<file path="config.mk">
export PLATFORM = sky130hd
export DESIGN_NAME = lap_stopwatch
export DESIGN_NICKNAME = d
export VERILOG_FILES = /design/src/rtl/lap_stopwatch.sv
export SDC_FILE = /design/constraint.sdc
export NUM_CORES = 1
export LEC_CHECK = 0
export ABC_CLOCK_PERIOD_IN_PS = 2550
export CAP_MARGIN = 20
export CELL_PAD_IN_SITES_DETAIL_PLACEMENT = 2
export CELL_PAD_IN_SITES_GLOBAL_PLACEMENT = 2
export CORE_MARGIN = 3
export CORE_UTILIZATION = 35
export CTS_BUF_LIST = sky130_fd_sc_hd__clkbuf_4 sky130_fd_sc_hd__clkbuf_8
export CTS_CLUSTER_DIAMETER = 80
export DETAILED_ROUTE_END_ITERATION = 6
export PLACE_DENSITY_LB_ADDON = 0.1
export SLEW_MARGIN = 20
export SYNTH_ARGS = -nofsm -noshare
export SYNTH_HDL_FRONTEND = slang
export SYNTH_SLANG_ARGS = --single-unit
</file>
<file path="constraint.sdc">
create_clock -name clk -period 2.55 [get_ports clk]
set_clock_uncertainty 0.2 [all_clocks]
set_input_delay 0.3825 -clock clk [delete_from_list [all_inputs] [get_ports clk]]
set_output_delay 0.3825 -clock clk [all_outputs]
set_load 0.005 [all_outputs]
</file>
<file path="src/rtl/lap_stopwatch.sv">
// lap_stopwatch: stopwatch core with run/pause toggle, lap capture, clear and saturating up-count.
// Define LAP_STOPWATCH_COUNTDOWN_EN to add countdown mode (preset load, borrow chain, EXPIRED state).
// state   | meaning
// IDLE    | cleared, waiting for start
// RUN     | counting, live time displayed
// LAP     | counting underneath, display frozen on the latched split
// STOP    | paused (also entered on up-count saturation)
// EXPIRED | countdown reached 0:00.00 (countdown build only)
module lap_stopwatch #(
    parameter int CLK_HZ      = 50_000_000,
    parameter int TICK_HZ     = 100,
    parameter int MAX_MINUTES = 99,
    parameter int SYNC_STAGES = 2
) (
    input  logic                       clk,
    input  logic                       reset,
    input  logic                       btn_start_stop,
    input  logic                       btn_lap,
    input  logic                       btn_clear,
    input  logic                       mode_down,
    input  logic [6:0]                 preset_min,
    input  logic [5:0]                 preset_sec,
    output logic [6:0]                 minutes,
    output logic [5:0]                 seconds,
    output logic [$clog2(TICK_HZ)-1:0] fraction,
    output logic                       running,
    output logic                       lap_active,
    output logic                       overflow,
    output logic                       expired
);

    localparam int FW  = $clog2(TICK_HZ);
    localparam int DIV = CLK_HZ / TICK_HZ;
    localparam int PW  = (DIV > 1) ? $clog2(DIV) : 1;
    localparam logic [FW-1:0] FRAC_TOP = FW'(TICK_HZ - 1);
    localparam logic [6:0]    MIN_TOP  = 7'(MAX_MINUTES);
    localparam logic [PW-1:0] PRE_TOP  = PW'(DIV - 1);

    typedef enum logic [2:0] {
        IDLE = 3'd0,
        RUN  = 3'd1,
        LAP  = 3'd2,
        STOP = 3'd3
`ifdef LAP_STOPWATCH_COUNTDOWN_EN
        , EXPIRED = 3'd4
`endif
    } state_t;

    state_t state, state_next;

    logic [SYNC_STAGES-1:0] sync_ss, sync_lap, sync_clr;
    logic                   prev_ss, prev_lap, prev_clr;
    logic                   pulse_ss, pulse_lap, pulse_clr;

    logic [PW-1:0] presc;
    logic [6:0]    min_q, lap_min_q, inc_min, dec_min;
    logic [5:0]    sec_q, lap_sec_q, inc_sec, dec_sec;
    logic [FW-1:0] frac_q, lap_frac_q, inc_frac, dec_frac;
    logic          ovf_q;
    logic          counting, tick, at_max, time_zero, sat, down_q;

    always_ff @(posedge clk or negedge reset) begin
        if (!reset) begin
            sync_ss  <= '0;
            sync_lap <= '0;
            sync_clr <= '0;
            prev_ss  <= 1'b0;
            prev_lap <= 1'b0;
            prev_clr <= 1'b0;
        end else begin
            sync_ss  <= {sync_ss[SYNC_STAGES-2:0], btn_start_stop};
            sync_lap <= {sync_lap[SYNC_STAGES-2:0], btn_lap};
            sync_clr <= {sync_clr[SYNC_STAGES-2:0], btn_clear};
            prev_ss  <= sync_ss[SYNC_STAGES-1];
            prev_lap <= sync_lap[SYNC_STAGES-1];
            prev_clr <= sync_clr[SYNC_STAGES-1];
        end
    end

    assign pulse_ss  = sync_ss[SYNC_STAGES-1] & ~prev_ss;
    assign pulse_lap = sync_lap[SYNC_STAGES-1] & ~prev_lap;
    assign pulse_clr = sync_clr[SYNC_STAGES-1] & ~prev_clr;

    assign counting  = (state == RUN) || (state == LAP);
    assign tick      = counting && (presc == PRE_TOP);
    assign at_max    = (min_q == MIN_TOP) && (sec_q == 6'd59) && (frac_q == FRAC_TOP);
    assign time_zero = (min_q == 7'd0) && (sec_q == 6'd0) && (frac_q == '0);
    // Saturation is the tick that would step past the top value; the lost step flags overflow.
    assign sat       = tick && !down_q && at_max;

`ifdef LAP_STOPWATCH_COUNTDOWN_EN
    logic       expire_now, load;
    logic [6:0] ld_min;
    logic [5:0] ld_sec;

    always_ff @(posedge clk or negedge reset) begin
        if (!reset) begin
            down_q <= 1'b0;
        end else if (state == IDLE) begin
            down_q <= mode_down;
        end
    end

    assign expire_now = down_q && time_zero;
    assign load       = (state == IDLE) && (state_next == RUN) && mode_down;
    assign ld_min     = (preset_min > MIN_TOP) ? MIN_TOP : preset_min;
    assign ld_sec     = (preset_sec > 6'd59) ? 6'd59 : preset_sec;
    assign expired    = (state == EXPIRED);
`else
    logic unused_cfg;
    assign unused_cfg = ^{mode_down, preset_min, preset_sec};
    assign down_q     = 1'b0;
    assign expired    = 1'b0;
`endif

    always_ff @(posedge clk or negedge reset) begin
        if (!reset) begin
            state <= IDLE;
        end else begin
            state <= state_next;
        end
    end

    always_comb begin
        state_next = state;
        case (state)
            IDLE: if (pulse_ss) state_next = RUN;
            RUN: begin
                if (pulse_ss)        state_next = STOP;
                else if (sat)        state_next = STOP;
`ifdef LAP_STOPWATCH_COUNTDOWN_EN
                else if (expire_now) state_next = EXPIRED;
`endif
                else if (pulse_lap)  state_next = LAP;
            end
            LAP: begin
                if (pulse_ss)        state_next = STOP;
                else if (sat)        state_next = STOP;
`ifdef LAP_STOPWATCH_COUNTDOWN_EN
                else if (expire_now) state_next = EXPIRED;
`endif
            end
            STOP: begin
                if (pulse_ss)       state_next = RUN;
                else if (pulse_lap) state_next = IDLE;
            end
`ifdef LAP_STOPWATCH_COUNTDOWN_EN
            EXPIRED: if (pulse_ss || pulse_lap) state_next = IDLE;
`endif
            default: state_next = IDLE;
        endcase
        if (pulse_clr) state_next = IDLE;
    end

    always_comb begin
        inc_min  = min_q;
        inc_sec  = sec_q;
        inc_frac = frac_q + 1'b1;
        if (frac_q == FRAC_TOP) begin
            inc_frac = '0;
            if (sec_q == 6'd59) begin
                inc_sec = 6'd0;
                inc_min = min_q + 7'd1;
            end else begin
                inc_sec = sec_q + 6'd1;
            end
        end
    end

    always_comb begin
        dec_min  = min_q;
        dec_sec  = sec_q;
        dec_frac = frac_q - 1'b1;
        if (frac_q == '0) begin
            dec_frac = FRAC_TOP;
            if (sec_q == 6'd0) begin
                dec_sec = 6'd59;
                dec_min = min_q - 7'd1;
            end else begin
                dec_sec = sec_q - 6'd1;
            end
        end
    end

    always_ff @(posedge clk or negedge reset) begin
        if (!reset) begin
            presc      <= '0;
            min_q      <= 7'd0;
            sec_q      <= 6'd0;
            frac_q     <= '0;
            lap_min_q  <= 7'd0;
            lap_sec_q  <= 6'd0;
            lap_frac_q <= '0;
            ovf_q      <= 1'b0;
        end else if (state_next == IDLE) begin
            presc      <= '0;
            min_q      <= 7'd0;
            sec_q      <= 6'd0;
            frac_q     <= '0;
            lap_min_q  <= 7'd0;
            lap_sec_q  <= 6'd0;
            lap_frac_q <= '0;
            ovf_q      <= 1'b0;
        end else begin
            if (counting) presc <= tick ? '0 : presc + 1'b1;

`ifdef LAP_STOPWATCH_COUNTDOWN_EN
            if (load) begin
                min_q  <= ld_min;
                sec_q  <= ld_sec;
                frac_q <= '0;
            end else
`endif
            if (tick) begin
                if (down_q) begin
                    if (!time_zero) begin
                        min_q  <= dec_min;
                        sec_q  <= dec_sec;
                        frac_q <= dec_frac;
                    end
                end else if (!at_max) begin
                    min_q  <= inc_min;
                    sec_q  <= inc_sec;
                    frac_q <= inc_frac;
                end
            end

            // Registers still hold the pre-tick value here, so a coincident tick is not captured.
            if (pulse_lap && state_next == LAP) begin
                lap_min_q  <= min_q;
                lap_sec_q  <= sec_q;
                lap_frac_q <= frac_q;
            end

            if (sat) ovf_q <= 1'b1;
        end
    end

    assign running    = counting;
    assign lap_active = (state == LAP);
    assign overflow   = ovf_q;
    assign minutes    = lap_active ? lap_min_q  : min_q;
    assign seconds    = lap_active ? lap_sec_q  : sec_q;
    assign fraction   = lap_active ? lap_frac_q : frac_q;

endmodule

</file>
==> impl_results.md <==
* Die Area at about 13000 sq um
* HP Class: flop to flop
* Pwr/cell area at roughly 420 nW/um^2
* Final core occ at 0.463
* Critical path launch point type: flop
* Layout cell share with drive strength beyond 1 at 0.236
* Setup CP Type: flop to primary output
* H-tree depth at 3
* Post-route setup TNS at 0 ns
* Pleak at 2.13 nW
* Post-synth EDFFs at 0
* Yosys reg bits at 72
* Yosys warning count at 0
* Clk buf depth at 2
* Final Routed Wirelength at 12600 um
* Post-DP Area at 4700 sq um
* Final HPWL DP at 8220 um
* Initial DRC count at approximately 130
* DP Cell Count at between 500 and 600
* Final hold vios at 0
* Routed Antenna Nets at 0
* FF-to-FF Start: presc[7]$_DFFE_PN0P_
* CTS Buf Count at 9
* Tot GR Track Use at 0.204
* Ys async rst share at 1.00
* Die height at about 110 um
* F_max at 407 MHz
* Synth Flop Type: dfrtp_1
* Max-cap viol count at 0
* Initial antenna violation count at 0
* Vias in the first global route at 3914
* Standard-cell rows at 38
* Worst R2R Path Depth at 6
* Worst-path clk slew at 0.06 ns
* DR DRC count at 0
* Worst hold start: sync_clr[0]$_DFF_PN0_
* Status: finished clean
* Core footprint at between 10000 and 15000 sq um
* Diode count at 0
* Clk Tree Root Cell: clkbuf_8
* Mapped Cells at around 400
* Vias post-DR at 3468
* WL/cell at 20.2 um
* DR pass1 iterations at 4
* Unique masters post-synth at 53
* Final setup viols at 0
* Period utilization at 0.964
* Gr ovfl total at 0
* Gr busiest metal: met2
* IO Port Bufs at 27
* # nets final at 505
* TritonCTS clock tree: done
* Avg Vias per Cell at approximately 5.6
* Area growth, synth to finish at 27.7%
* Switching pwr at 0.000510 W
* Met1 Track Usage GR at 0.261
* Critical path endpoint category: primary output
* Final Slew Violations at 0
* Combinational share of power at 0.062
* Initial core utilization at 0.363
* Fill count at between 1000 and 1500
* Sequential share of power at 0.537
* Global-route wire length before repair at between 20000 and 25000 um
* Final Critical Period at roughly 2.5 ns
* Clock Latency Late Sink at approximately 0.36 ns
* Post-Syn Area at approximately 4000 sq um
* Max Fanout on Critical Path at 5
* Sequential-to-total area share from yosys stat at 0.452
* WP data required at approximately 2 ns
* Avg Inst Size Synth at 9.68 sq um
* GRT met3 Usage at 0.0417
* Clock power frac at 0.401
* Internal power at around 0.0016 W
* Placer Congestion at between 0.7 and 0.8
* Sw frac at 0.237
* Hold depth at 0
* Hold endpoint: sync_clr[1]$_DFF_PN0_
* CTS Sinks at between 70 and 80
* CP arrival at between 1.5 and 2 ns
* Largest net degree at the start of global routing at 46
* RR Endpoint: min_q[2]$_DFFE_PN0P_
* Max VDD drop at 0.366 mV
* Die X at approximately 110 um
* Met2 usage at 0.346
* Worst reg-to-reg setup slack at 0.17 ns
* Final Non-Filler Cells at ~620
* Fin area at 5090 sq um
* Top-Level Pins at 43
==> through the flow <==
step / hold WS (ns) / worst slack [ns] / total power (W)
after floorplan: -0.113 / 0.318 / 0.00123
after global placement: 0.136 / 0.125 / 0.00130
after detailed placement: 0.136 / 0.0950 / 0.00130
after CTS: 0.158 / -0.00616 / 0.00219
after global routing: 0.166 / -0.0265 / 0.00226
final: 0.154 / 0.0930 / 0.00215
==> timing repair <==
item	CTS	global route
pin swaps	1	2
gates resized for setup	34	29
hold endpoints to repair	31	0
cloned	1	2
setup endpoints to repair	20	49
buffers inserted	7	1
hold buffers	1	0
==> critical path, cell delays in order, from the launching register on <==
cell and delay (ns):
dfrtp_2 0.43, nor3b_4 0.24, buf_12 0.16, clkbuf_16 0.15, mux2_2 0.33, clkdlybuf4s15_1 0.21
==> registers in the layout, summed over array words and instances (netlist names) <==
name	flops
lap_frac_q	7
overflow	1
prev_ss	1
state	3
sync_ss	2
sec_q	6
presc	19
lap_min_q	7
prev_clr	1
sync_clr	2
lap_sec_q	6
prev_lap	1
frac_q	7
min_q	7
sync_lap	2
==> placed cells by master (no fill, tap or decap), types with 3 or more instances in the layout <==
cell and instances:
and3_1 6, buf_6 3, and2_1 3, mux2_2 18, clkdlybuf4s15_1 15, a22oi_1 3, buf_12 6, buf_4 46
inv_1 5, nand3_1 18, nand4b_1 4, o31ai_1 4, or3_1 7, nor2b_1 7, a21oi_1 25, or4_1 6
nand2b_1 4, nor3_1 4, nand4_1 12, xor2_1 3, xnor2_1 7, mux2i_1 28, ha_1 3, dfrtp_1 69
clkbuf_8 13, o21ai_0 15, a21o_1 3, nor2_1 22, nor4_1 6, nand2_1 65, clkdlybuf4s50_1 6, dfrtp_2 3
==> logic make-up after synthesis <==
kind of cell    share of synthesized area
other cells                      0.000941
fa+ha+maj                          0.0126
simple gates                        0.245
compound gates                     0.0964
buf+inv                            0.0433
mux                                 0.124
flops                               0.452
xor+xnor                           0.0261
==> layout make-up <==
cell class | count | area [sq um] | share of cell area
inverters | 6 | 22.5 | 0.00443
clock buffers | 13 | 179 | 0.0352
repair buffers | 84 | 821 | 0.161
multi-input cells | 309 | 2090 | 0.410
well taps | 140 | 175 | 0.0344
flip-flops and latches | 72 | 1810 | 0.355
==> power by group through the flow <==
stage / Clock (W) / Combinational, W / Sequential (W)
final: 0.000863 / 0.000133 / 0.00116
after floorplan: 0 / 0.0000560 / 0.00118
after CTS: 0.000903 / 0.000134 / 0.00116
after global routing: 0.000956 / 0.000147 / 0.00116
after detailed placement: 0 / 0.000125 / 0.00118
after global placement: 0 / 0.000123 / 0.00118
==> worst max-delay path by stage <==
stage	from	to	slack, ns	depth (start not counted)
after floorplan	presc[0]$_DFFE_PN0P_	min_q[3]$_DFFE_PN0P_	0.32	7
after global placement	presc[7]$_DFFE_PN0P_	frac_q[3]$_DFFE_PN0P_	0.12	6
after detailed placement	presc[7]$_DFFE_PN0P_	frac_q[3]$_DFFE_PN0P_	0.1	6
after CTS	state[2]$_DFF_PN0_	fraction[5]	-0.006	6
after global routing	min_q[0]$_DFFE_PN0P_	frac_q[2]$_DFFE_PN0P_	-0.03	7
final	state[0]$_DFF_PN0_	minutes[5]	0.09	5
==> synth_stat cells, drive strengths merged (7+ instances only) <==
cell,count,share of area
dfrtp,72,0.45
nand2,65,0.061
mux2i,28,0.070
a21oi,26,0.033
nor2,23,0.022
mux2,19,0.054
nand3,18,0.023
o21ai,15,0.019
clkbuf,14,0.013
nand4,13,0.022
buf,12,0.024
or3,8,0.013
and3,7,0.011
nor2b,7,0.011
nor4,7,0.015
xnor2,7,0.015
==> per-layer routing <==
metal / vias to the layer above / wire length [um]
li1: 1605 / -
met1: 1807 / 5790
met2: 42 / 6340
met3: 14 / 279
met4: 0 / 186
met5: - / 0
(Power assumes the default switching activity.)
==> edit 1, RTL diff (same settings) <==
Encoding of `state_t`: now one-hot (4 bits for 4 states).
--- a/src/rtl/lap_stopwatch.sv
+++ b/src/rtl/lap_stopwatch.sv
@@ -36,11 +36,11 @@
     localparam logic [6:0]    MIN_TOP  = 7'(MAX_MINUTES);
     localparam logic [PW-1:0] PRE_TOP  = PW'(DIV - 1);
 
-    typedef enum logic [2:0] {
-        IDLE = 3'd0,
-        RUN  = 3'd1,
-        LAP  = 3'd2,
-        STOP = 3'd3
+    typedef enum logic [3:0] {
+        IDLE = 4'b0001,
+        RUN  = 4'b0010,
+        LAP  = 4'b0100,
+        STOP = 4'b1000
 `ifdef LAP_STOPWATCH_COUNTDOWN_EN
         , EXPIRED = 3'd4
 `endif
Formal check against the unedited RTL: same outputs for any inputs over 10 cycles, from zero or initial values and one cycle with reset low; not proved beyond that.
==> edit 1 against the original RTL <==
Worst setup slack lost 0.048 ns. Wire length grew 8.8%. Area after synthesis shrank 2.7%. Critical endpoint is now sec_q[4]$_DFFE_PN0P_. Non-clock buffer count grew 11. Cell area grew 1.4%. Sequential cell count grew 1.
Power is not compared: it rests on default switching activity, and its combinational part moved more than twofold at a synthesized area within 25%.
==> edit 1: results (changes against the original RTL) <==
| Metric | Value |
|---|---|
| Slew @ Worst Pin | `a little under 0.6 ns` |
| Leakage | `about 2.2 nW` |
| Placed Cells | `598 (was 599)` |
| Largest reg by FF count | `presc (unchanged)` |
| Number of global-route vias before repair | `4123 (was 3914)` |
| WL/cell | `21.6 um (was 20.2 um)` |
| Clock-pin slew on the worst setup and hold paths | `0.09 ns (was 0.06 ns)` |
| Critical path's slowest cell | `or4bb_4 (was dfrtp_2)` |
| DP HPWL | `8.48 mm (was 8.22 mm)` |
| Synth top area cells | `dfrtp_1 (46%), mux2_2 (5.8%), nand2_1 (4.9%) (was dfrtp_1 (45%), mux2i_1 (7.0%), nand2_1 (6.1%))` |
| Input/output buffers | `27 (unchanged)` |
| Layout cell share with drive strength beyond 1 | `29.4% (was 23.6%)` |
| Max H-tree Level | `3 (unchanged)` |
| Dpl ws | `-0.0205 ns (was 0.0950 ns)` |
| DR iter-0 viols | `129 (was 131)` |
| Number of flip-flops in the largest register | `19 (unchanged)` |
| Top post-synthesis cells by count | `dfrtp_1 (72), nand2_1 (51), nand3_1 (36), nor2_1 (25) (was dfrtp_1 (72), nand2_1 (65), mux2i_1 (28), a21oi_1 (26), nor2_1 (23))` |
| Post-synthesis mux area share | `6.84% (was 12.4%)` |
| Area after DPL | `0.00463 mm2 (was 0.00470 mm2)` |
| N_diodes | `0 (unchanged)` |
| Clock buffer depth | `2 (unchanged)` |
| Synth async-reset ratio | `100% (unchanged)` |
| Vias | `3592 (was 3468)` |
| Synth unique cells | `57 (was 53)` |
| Sequential fraction of the synthesis area | `47.1% (was 45.2%)` |
| Nets | `515 (was 505)` |
| Final Wtd Congestion | `0.811 (was 0.776)` |
| Syn_area_per_cell | `9.41 um2 (was 9.68 um2)` |
| Ys Warns | `0 (unchanged)` |
| XOR/XNOR Fraction of Synth Area | `2.94% (was 2.61%)` |
| First-pass GRT wire length | `22.5 mm (was 20.4 mm)` |
| Setup TNS | `0 ns (unchanged)` |
| Hold_buf cts | `1 (unchanged)` |
| # fillers | `1103 (was 1181)` |
| Arrival time of the worst setup path | `2.57 ns (was 1.87 ns)` |
| Fin cells | `633 (was 624)` |
| Synth Area in Compound Gates | `12.7% (was 9.64%)` |
| Postcts setup bufs | `12 (was 7)` |
| Slowest stage delay, CP | `0.57 ns (was 0.43 ns)` |
| Post-synthesis adder-cell area fraction | `1.29% (was 1.26%)` |
| Post_cts resized | `46 (was 34)` |
| Global-route usage over all layers | `22.5% (was 20.4%)` |
| Worst skew pair latency | `approximately 0.35 ns` |
| 1st-pass router iterations | `5 (was 4)` |
| Largest net degree at the start of global routing | `39 (was 46)` |
| Status | `completed (unchanged)` |
| Peak VDD IR | `roughly 310 uV` |
| Initial antenna violation count | `0 (unchanged)` |
| Delay-heaviest family, CP | `simple AND/OR/NAND/NOR gates (was buffers and inverters)` |
-- edit 1: changes by cell type after synthesis, sizes merged, moves of 6 or more --
| cell | unedited run | this run |
|---|---|---|
| nand3 | 18 | 37 |
| o21ai | 15 | 27 |
| nand2 | 65 | 51 |
| a21oi | 26 | 20 |
| buf | 12 | 6 |
| mux2i | 28 | 4 |
| clkbuf | 14 | 20 |
-- edit 1: final timing paths --
path / from / end / slack [ns] / depth (start not counted)
min reg2reg: sync_lap[0]$_DFF_PN0_ / sync_lap[1]$_DFF_PN0_ / 0.16 / 0
max in group asynchronous: reset / presc[12]$_DFFE_PN0P_ / 1.19 / 3
min in group asynchronous: reset / lap_min_q[3]$_DFFE_PN0P_ / 0.35 / 2
max: presc[10]$_DFFE_PN0P_ / sec_q[4]$_DFFE_PN0P_ / 0.04 / 6
min: sync_lap[0]$_DFF_PN0_ / sync_lap[1]$_DFF_PN0_ / 0.16 / 0
max reg2reg: presc[10]$_DFFE_PN0P_ / sec_q[4]$_DFFE_PN0P_ / 0.04 / 6
-- edit 1: report_power, final --
part           total, W  switching [W]  leakage (nW)  internal (W)
combinational  0.000690       0.000469          1.10      0.000222
clock           0.00115       0.000483         0.121      0.000667
sequential      0.00120      0.0000202         0.992       0.00118
total           0.00304       0.000972          2.21       0.00207
-- edit 1: per-layer routing --
layer / global-route usage (%) / wire length, um
met1: 28.9 / 6180
met2: 38.8 / 6830
met3: 3.33 / 277
met4: 7.62 / 402
met5: 0 / 0
-- edit 1: layout make-up --
cell class	count	area, um2	area share (%)
Multi-Input combinational cell	307	2060	39.9
Sequential cell	73	1830	35.5
Clock inverter	6	115	2.23
Clock buffer	10	131	2.55
Tap cell	136	170	3.30
Inverter	6	22.5	0.436
Timing Repair Buffer	95	832	16.1
==> edit 2, RTL diff (config.mk and constraints unchanged) <==
Made on the original files. The option `LAP_STOPWATCH_COUNTDOWN_EN` is turned on by a define.
--- a/src/rtl/lap_stopwatch.sv
+++ b/src/rtl/lap_stopwatch.sv
@@ -6,6 +6,8 @@
 // LAP     | counting underneath, display frozen on the latched split
 // STOP    | paused (also entered on up-count saturation)
 // EXPIRED | countdown reached 0:00.00 (countdown build only)
+`define LAP_STOPWATCH_COUNTDOWN_EN
+
 module lap_stopwatch #(
     parameter int CLK_HZ      = 50_000_000,
     parameter int TICK_HZ     = 100,
Check against the original RTL: not equivalent (Yosys sat finds a counterexample within 4 cycles, from zero or initial values and one cycle with reset low).
==> edit 2 against the original RTL <==
The flow now stops in 5_1_grt. Area after synthesis up 19%.
==> edit 2: results (changes against the original RTL) <==
| Metric | Value |
|---|---|
| Status | `aborted with a tool error (was completed)` |
| Last stage the flow got to | `5_1_grt` |
| Stop err | `[ERROR DPL-0033] detailed placement checks failed during check placement.` |
| Initial antenna violation count | `0` |
| Final Wtd Congestion | `0.938 (was 0.776)` |
| Most common cell in the netlist | `dfrtp_1 (unchanged)` |
| Largest net degree at the start of global routing | `40` |
| #FFs+latches synth | `73 (was 72)` |
| Area after DPL | `0.00614 mm2 (was 0.00470 mm2)` |
| Input/output buffers | `42 (was 27)` |
| Ys Warns | `0 (unchanged)` |
| Clock buffer depth | `2 (unchanged)` |
| Top post-synthesis cells by count | `dfrtp_1 (73), nand2_1 (52), nor2_1 (48), a21oi_1 (42), o21ai_0 (32) (was dfrtp_1 (72), nand2_1 (65), mux2i_1 (28), a21oi_1 (26), nor2_1 (23))` |
| Num CTS Buffers | `9 (unchanged)` |
| Worst EP post-GRT repair | `lap_frac_q[1]$_DFFE_PN0P_/D` |
| Syn Nets | `between 500 and 600` |
| Syn_area_per_cell | `8.83 um2 (was 9.68 um2)` |
| Die width | `122 um (was 113 um)` |
| Root buffer cell | `clkbuf_8 (unchanged)` |
| Max H-tree Level | `3 (unchanged)` |
| Sequential fraction of the synthesis area | `38.6% (was 45.2%)` |
| Placed Cells | `824 (was 599)` |
| Synth top area cells | `dfrtp_1 (39%), a21oi_1 (4.4%), nand2_1 (4.1%) (was dfrtp_1 (45%), mux2i_1 (7.0%), nand2_1 (6.1%))` |
| DP HPWL | `13.5 mm (was 8.22 mm)` |
| Synth unique cells | `62 (was 53)` |
| Synth async-reset ratio | `100% (unchanged)` |
| Worst-path end type | `register data pin` |
-- edit 2: cell types whose count changed after synthesis, sizes merged, moves of 9 or more --
cell	delta
a21oi	+16
a22o	+16
clkbuf	+9
mux2i	-22
nand2	-13
nor2	+25
nor3	+13
o21ai	+19
-- edit 2: logic make-up after synthesis --
kind of cell / after synthesis / share of synthesized area, %
simple gates: 222 / 25.0
compound gates: 137 / 19.0
flops: 73 / 38.6
buf+inv: 50 / 5.05
mux: 25 / 5.79
xor+xnor: 16 / 2.96
fa+ha+maj: 13 / 3.59
-- edit 2: metrics by stage --
stage               hold slack, ns  setup slack (ns)
floorplan                   -0.113            -0.203
global placement             0.135            -0.352
detailed placement           0.141            -0.509
CTS                          0.163            -0.300
-- edit 2: repair_timing --
action                                 4_1_cts
setup buffers                               46
gates cloned                                 4
hold buffers                                 1
endpoints found under the hold margin       34
gates resized for setup                    220
pin swaps                                   46
setup endpoints to repair                   82
